<file path="src/rtl/alu_cmd_driver.sv">
// alu_cmd_driver: initiator side of a combinational WIDTH-bit ALU.
// Commands (op, a, b) arrive on a valid/ready stream into a small FIFO. Each
// command is driven onto alu_a/alu_b/alu_op. After ALU_LAT edges, alu_y is
// sampled and returned on a valid/ready response stream. A divide by zero is
// answered directly with res_y = all ones and res_err = 1, and is never
// driven to the ALU.
//
// Ports
//   clk, rst_n                        clock, async active-low reset
//   cmd_valid/cmd_ready               command handshake
//   cmd_op/cmd_a/cmd_b                command payload
//   alu_a/alu_b/alu_op                operands driven to the ALU, held between commands
//   alu_y                             ALU result
//   res_valid/res_ready               response handshake
//   res_y/res_op/res_err              response payload
//   busy                              work queued or in flight
module alu_cmd_driver #(
  parameter int unsigned WIDTH      = 8,
  parameter int unsigned ALU_LAT    = 1,
  parameter int unsigned FIFO_DEPTH = 4
) (
  input  logic             clk,
  input  logic             rst_n,
  input  logic             cmd_valid,
  output logic             cmd_ready,
  input  logic [2:0]       cmd_op,
  input  logic [WIDTH-1:0] cmd_a,
  input  logic [WIDTH-1:0] cmd_b,
  output logic [WIDTH-1:0] alu_a,
  output logic [WIDTH-1:0] alu_b,
  output logic [2:0]       alu_op,
  input  logic [WIDTH-1:0] alu_y,
  output logic             res_valid,
  input  logic             res_ready,
  output logic [WIDTH-1:0] res_y,
  output logic [2:0]       res_op,
  output logic             res_err,
  output logic             busy
);

  localparam int unsigned PTR_W = $clog2(FIFO_DEPTH);
  localparam int unsigned CNT_W = PTR_W + 1;
  localparam int unsigned LAT_W = 4;
  localparam logic [2:0]  OP_DIV = 3'b011;

  typedef struct packed {
    logic [2:0]       op;
    logic [WIDTH-1:0] a;
    logic [WIDTH-1:0] b;
  } cmd_t;

  typedef enum logic [1:0] {
    IDLE = 2'd0,
    EXEC = 2'd1,
    RESP = 2'd2
  } state_t;

  state_t           state_q;
  logic [LAT_W-1:0] lat_cnt_q;

  // ---------------------------------------------------------------------------
  // Command FIFO
  // ---------------------------------------------------------------------------
  cmd_t             mem_q [FIFO_DEPTH];
  logic [PTR_W-1:0] wr_ptr_q;
  logic [PTR_W-1:0] rd_ptr_q;
  logic [CNT_W-1:0] count_q;
  logic [CNT_W-1:0] count_d;
  logic             cmd_ready_q;
  logic             fifo_empty;
  logic             push;
  logic             pop;
  cmd_t             cmd_in;
  cmd_t             head;

  assign cmd_in     = '{op: cmd_op, a: cmd_a, b: cmd_b};
  assign head       = mem_q[rd_ptr_q];
  assign fifo_empty = (count_q == '0);
  // The ready seen by the producer is registered, so a pop while full
  // only reopens the input on the following cycle.
  assign push       = cmd_valid && cmd_ready_q;
  assign pop        = (state_q == IDLE) && !fifo_empty;

  // Occupancy after this edge.
  always_comb begin
    count_d = count_q;
    case ({push, pop})
      2'b10:   count_d = count_q + CNT_W'(1);
      2'b01:   count_d = count_q - CNT_W'(1);
      default: count_d = count_q;
    endcase
  end

  // Pointers, occupancy and registered ready. The pointers wrap naturally
  // because FIFO_DEPTH is a power of two.
  always_ff @(posedge clk or negedge rst_n) begin
    if (!rst_n) begin
      wr_ptr_q    <= '0;
      rd_ptr_q    <= '0;
      count_q     <= '0;
      cmd_ready_q <= 1'b1;
    end else begin
      if (push) wr_ptr_q <= wr_ptr_q + PTR_W'(1);
      if (pop)  rd_ptr_q <= rd_ptr_q + PTR_W'(1);
      count_q     <= count_d;
      cmd_ready_q <= (count_d != CNT_W'(FIFO_DEPTH));
    end
  end

  // Storage needs no reset; validity is tracked by the pointers.
  always_ff @(posedge clk) begin
    if (push) mem_q[wr_ptr_q] <= cmd_in;
  end

  // ---------------------------------------------------------------------------
  // Sequencer: IDLE pops, EXEC waits for the ALU to settle, RESP holds the
  // result until it is taken.
  // ---------------------------------------------------------------------------
  logic [WIDTH-1:0] alu_a_q;
  logic [WIDTH-1:0] alu_b_q;
  logic [2:0]       alu_op_q;
  logic             res_valid_q;
  logic [WIDTH-1:0] res_y_q;
  logic [2:0]       res_op_q;
  logic             res_err_q;
  logic             busy_q;

  always_ff @(posedge clk or negedge rst_n) begin
    if (!rst_n) begin
      state_q     <= IDLE;
      lat_cnt_q   <= '0;
      alu_a_q     <= '0;
      alu_b_q     <= '0;
      alu_op_q    <= '0;
      res_valid_q <= 1'b0;
      res_y_q     <= '0;
      res_op_q    <= '0;
      res_err_q   <= 1'b0;
      busy_q      <= 1'b0;
    end else begin
      case (state_q)
        IDLE: begin
          if (!fifo_empty) begin
            busy_q <= 1'b1;
            if ((head.op == OP_DIV) && (head.b == '0)) begin
              // Rejected without touching the ALU lines.
              res_y_q     <= '1;
              res_op_q    <= OP_DIV;
              res_err_q   <= 1'b1;
              res_valid_q <= 1'b1;
              state_q     <= RESP;
            end else begin
              alu_a_q   <= head.a;
              alu_b_q   <= head.b;
              alu_op_q  <= head.op;
              lat_cnt_q <= LAT_W'(ALU_LAT - 1);
              state_q   <= EXEC;
            end
          end else begin
            busy_q <= (count_d != '0);
          end
        end

        EXEC: begin
          busy_q <= 1'b1;
          if (lat_cnt_q != '0) begin
            lat_cnt_q <= lat_cnt_q - LAT_W'(1);
          end else begin
            res_y_q     <= alu_y;
            res_op_q    <= alu_op_q;
            res_err_q   <= 1'b0;
            res_valid_q <= 1'b1;
            state_q     <= RESP;
          end
        end

        RESP: begin
          if (res_valid_q && res_ready) begin
            res_valid_q <= 1'b0;
            state_q     <= IDLE;
            busy_q      <= (count_d != '0);
          end else begin
            busy_q <= 1'b1;
          end
        end

        default: begin
          state_q     <= IDLE;
          res_valid_q <= 1'b0;
          busy_q      <= (count_d != '0);
        end
      endcase
    end
  end

  assign cmd_ready = cmd_ready_q;
  assign alu_a     = alu_a_q;
  assign alu_b     = alu_b_q;
  assign alu_op    = alu_op_q;
  assign res_valid = res_valid_q;
  assign res_y     = res_y_q;
  assign res_op    = res_op_q;
  assign res_err   = res_err_q;
  assign busy      = busy_q;

endmodule

</file>
<file path="config.mk">
export PLATFORM = sky130hd
export DESIGN_NAME = alu_cmd_driver
export DESIGN_NICKNAME = d
export VERILOG_FILES = /design/src/rtl/alu_cmd_driver.sv
export SDC_FILE = /design/constraint.sdc
export NUM_CORES = 1
export LEC_CHECK = 0
export BUFFER_PORTS_ARGS = -buffer_cell sky130_fd_sc_hd__buf_2
export CAP_MARGIN = 20
export CELL_PAD_IN_SITES_DETAIL_PLACEMENT = 0
export CELL_PAD_IN_SITES_GLOBAL_PLACEMENT = 1
export CORE_MARGIN = 4
export CORE_UTILIZATION = 48
export CTS_CLUSTER_DIAMETER = 60
export DETAILED_ROUTE_END_ITERATION = 8
export PLACE_DENSITY_LB_ADDON = 0.15
export SYNTH_ARGS = -nofsm -noshare
export SYNTH_HDL_FRONTEND = slang
export SYNTH_SLANG_ARGS = --single-unit
export TNS_END_PERCENT = 20
</file>
<file path="constraint.sdc">
create_clock -name clk -period 4.18 [get_ports clk]
set_clock_uncertainty 0.15 [all_clocks]
set_input_delay 1.254 -clock clk [delete_from_list [all_inputs] [get_ports clk]]
set_output_delay 1.254 -clock clk [all_outputs]
set_load 0.01 [all_outputs]
</file>
==> impl_metrics.yaml <==
run_status:
  status: "finished clean"
timing:
  fin_crit_ns: 3.09
  max_freq_mhz: 324
  slew_headroom_pct: 33.0
  finalSetupTns_ns: 0
  grt_setup_unrepaired: "no"
  finalHoldViolCount: 0
  drv_slew: 0
  finalCritPeriodShare_pct: 73.9
  finalSetupViolations: 0
  tightest_slew_ns: 1.00
yosys:
  synthAdderAreaFrac_pct: 2.11
  synth_cell_types: 44
  netlist_area_um2: 5110
  async_flop_share_pct: 38.2
  yosysSeqAreaShare_pct: 67.7
  syn_area_per_cell_um2: 15.9
  syn_inst: 322
  synth_fp_nets: 361
  synth_compound_area_share_pct: 8.18
  synth_ff_type: "edfxtp_1"
  synthXorXnorAreaFrac_pct: 1.03
  ys_seq_elements: 123
  synth_mux_area_share_pct: 11.8
  synth_edf_count: 76
  synth-simple-area-share_pct: 5.61
  synth_top_family_by_area: "multiplexers"
  yosysWarningCount: 0
clock_tree:
  cts_hold_buf: 0
  root_buffer: "clkbuf_8"
  clock_path_buffers: 2
  tritoncts: "built"
  clock-sinks: 123
  cts_setup_buffers: 0
  insertion_delay_ns: 0.50
  cts-resized-gates: 0
  clk_pin_slew_ns: 0.06
  htreeDepth: 4
  cts_buffers: 17
die:
  die_y_um: 111
  die_area_um2: 12400
  rows: 37
  start_util_pct: 49.5
  ios: 65
  fp.coreArea_um2: 10300
  die_x_um: 111
finish:
  instances_no_fill: 551
  drive_gt1_share_pct: 35.7
  n_antenna_cell: 0
  final_nets: 441
  syn2layout_area_growth_pct: 21.4
  fillers: 822
global_routing:
  grt-ovfl-total: 0
  antenna_found_initial: 0
  grt.total_usage_pct: 16.9
  grt_max_degree: 25
  grt_pass1_wl_um: 16200
  grt_pass1_vias: 3100
routing:
  vias: 2943
  viasPerCell: 5.34
  first_pass_iters: 4
  drt_wl_total_um: 9630
  ant_nets: 0
  wl_per_cell_um: 17.5
  drc: 0
  drtIter0Drc: 194
worst_hold_path:
  min_path_type: "reg -> reg"
worst_setup_path:
  critPathLaunchType: "flop"
  worstSetupEndpoint: "busy$_DFF_PN0_"
  crit_arrival_ns: 3.33
  rr_worst_depth: 10
  cp_max_fo: 11
  timing.rr.start: "state_q[1]$_DFFE_PN0P_"
  r2r-end: "busy$_DFF_PN0_"
  critPathRequiredTime_ns: 4.42
  cp-startpoint: "state_q[1]$_DFFE_PN0P_"
  critical_path_class: "reg -> reg"
  worstSetupEndpointType: "flop"
  ff2ff_setup_slack_ns: 1.09
place:
  port_buffers: 64
  dp_hpwl_um: 6160
  gp_congestion: 0.781
  placedCellCount: 519
power:
  p_leak_nw: 2.47
  p_per_area_nw_per_um2: 789
  vdd_drop_max_uv: 389
job:
  drv_cap: 0
-- stage by stage --
step                hold slack, ns  total power, W  setup slack, ns  area [um^2]  utilization (%)
floorplan                    0.333         0.00304             1.20         5110                -
global placement             0.315         0.00349             1.02         5600             54.3
detailed placement           0.318         0.00353            0.974         5620             54.5
CTS                          0.326         0.00498             1.06         6200             60.1
global route                 0.340         0.00522            0.918         6200             60.1
finish                       0.325         0.00490             1.09         6200             60.1
-- state kept, by name (all words and copies together) (netlist names) --
name and cells:
mem_q 76, alu_a 8, alu_b 8, res_y 8, lat_cnt_q 4, alu_op 3
count_q 3, res_op 3, rd_ptr_q 2, state_q 2, wr_ptr_q 2, busy 1
cmd_ready 1, res_err 1, res_valid 1
-- logic make-up (layout without fill, tap and decap cells) --
family,after synthesis,in the layout
XOR/XNOR,6,6
AND/OR/NAND/NOR,54,54
multiplexers,34,34
AO/OA/AOI/OAI,54,54
buffers and inverters,43,136
flip-flops,123,123
adder cells (fa/ha/maj),8,8
-- routing by layer --
metal	vias up	track usage [%]	routed length (um)	part of all wire (%)
met5	-	0	0	0
met4	0	6.00	136	1.4
met3	14	5.19	510	5.3
met2	74	27.2	4690	49
met1	1476	21.7	4290	45
li1	1379	-	-	-
-- Yosys cell counts (4+ instances only) --
cell	number	area [um^2]
o21ai_0	15	75.1
ha_1	7	87.6
a21oi_1	5	25.0
dfrtp_1	46	1150
and3_1	4	25.0
mux4_2	19	428
nor2_1	15	56.3
a221oi_2	7	105
clkbuf_1	9	33.8
inv_1	30	113
xnor2_1	4	35.0
nand2_1	20	75.1
o22ai_1	12	75.1
nor3_1	4	20.0
mux2_2	11	124
edfxtp_1	76	2280
-- how the worst min path moves through the flow --
stage	to	cells after the start	slack, ns	start
2_1_floorplan	count_q[2]$_DFF_PN0_	1	0.33	count_q[2]$_DFF_PN0_
3_3_place_gp	rd_ptr_q[0]$_DFFE_PN0P_	1	0.32	rd_ptr_q[0]$_DFFE_PN0P_
3_5_place_dp	rd_ptr_q[0]$_DFFE_PN0P_	1	0.32	rd_ptr_q[0]$_DFFE_PN0P_
4_1_cts	rd_ptr_q[0]$_DFFE_PN0P_	1	0.33	rd_ptr_q[0]$_DFFE_PN0P_
5_1_grt	rd_ptr_q[0]$_DFFE_PN0P_	1	0.34	rd_ptr_q[0]$_DFFE_PN0P_
6_report	rd_ptr_q[0]$_DFFE_PN0P_	1	0.33	rd_ptr_q[0]$_DFFE_PN0P_
-- placed cells by master, fill, tap and decap left out, types with 4 or more instances in the layout --
cell | Yosys | final
buf_4 | 0 | 9
nor3_1 | 4 | 4
xnor2_1 | 4 | 4
and3_1 | 4 | 4
o22ai_1 | 12 | 12
nor2_1 | 15 | 15
mux4_2 | 19 | 19
edfxtp_1 | 76 | 76
clkbuf_16 | 0 | 16
a221oi_2 | 7 | 7
mux2_2 | 11 | 11
nand2_1 | 20 | 20
ha_1 | 7 | 7
a21oi_1 | 5 | 5
dfrtp_1 | 46 | 46
o21ai_0 | 15 | 15
inv_1 | 30 | 30
buf_2 | 0 | 64
-- layout make-up --
| cell class | count | area [um^2] | share of cell area (%) |
|---|---|---|---|
| Inverter | 30 | 113 | 1.81 |
| Clock buffer | 21 | 439 | 7.08 |
| Clock inverter | 11 | 144 | 2.32 |
| Timing Repair Buffer | 74 | 408 | 6.57 |
| Multi-Input combinational cell | 156 | 1470 | 23.7 |
| Tap cell | 136 | 170 | 2.74 |
| Sequential cell | 123 | 3460 | 55.8 |
-- power by group --
part           internal (W)  switching (W)
Combinational      0.000726       0.000882
Clock              0.000921       0.000506
Sequential          0.00166       0.000198
-- critical path: stages, from the launching register on --
cell and delay, ns:
dfrtp_1 0.50, nor2_1 0.29, nand2_1 0.23, inv_1 0.33, ha_1 0.25, inv_1 0.06, fa_1 0.46, nor2b_1 0.17
a22o_1 0.16, o21ai_0 0.07, or3_1 0.30
No activity file was read; power rests on OpenSTA's default activity.
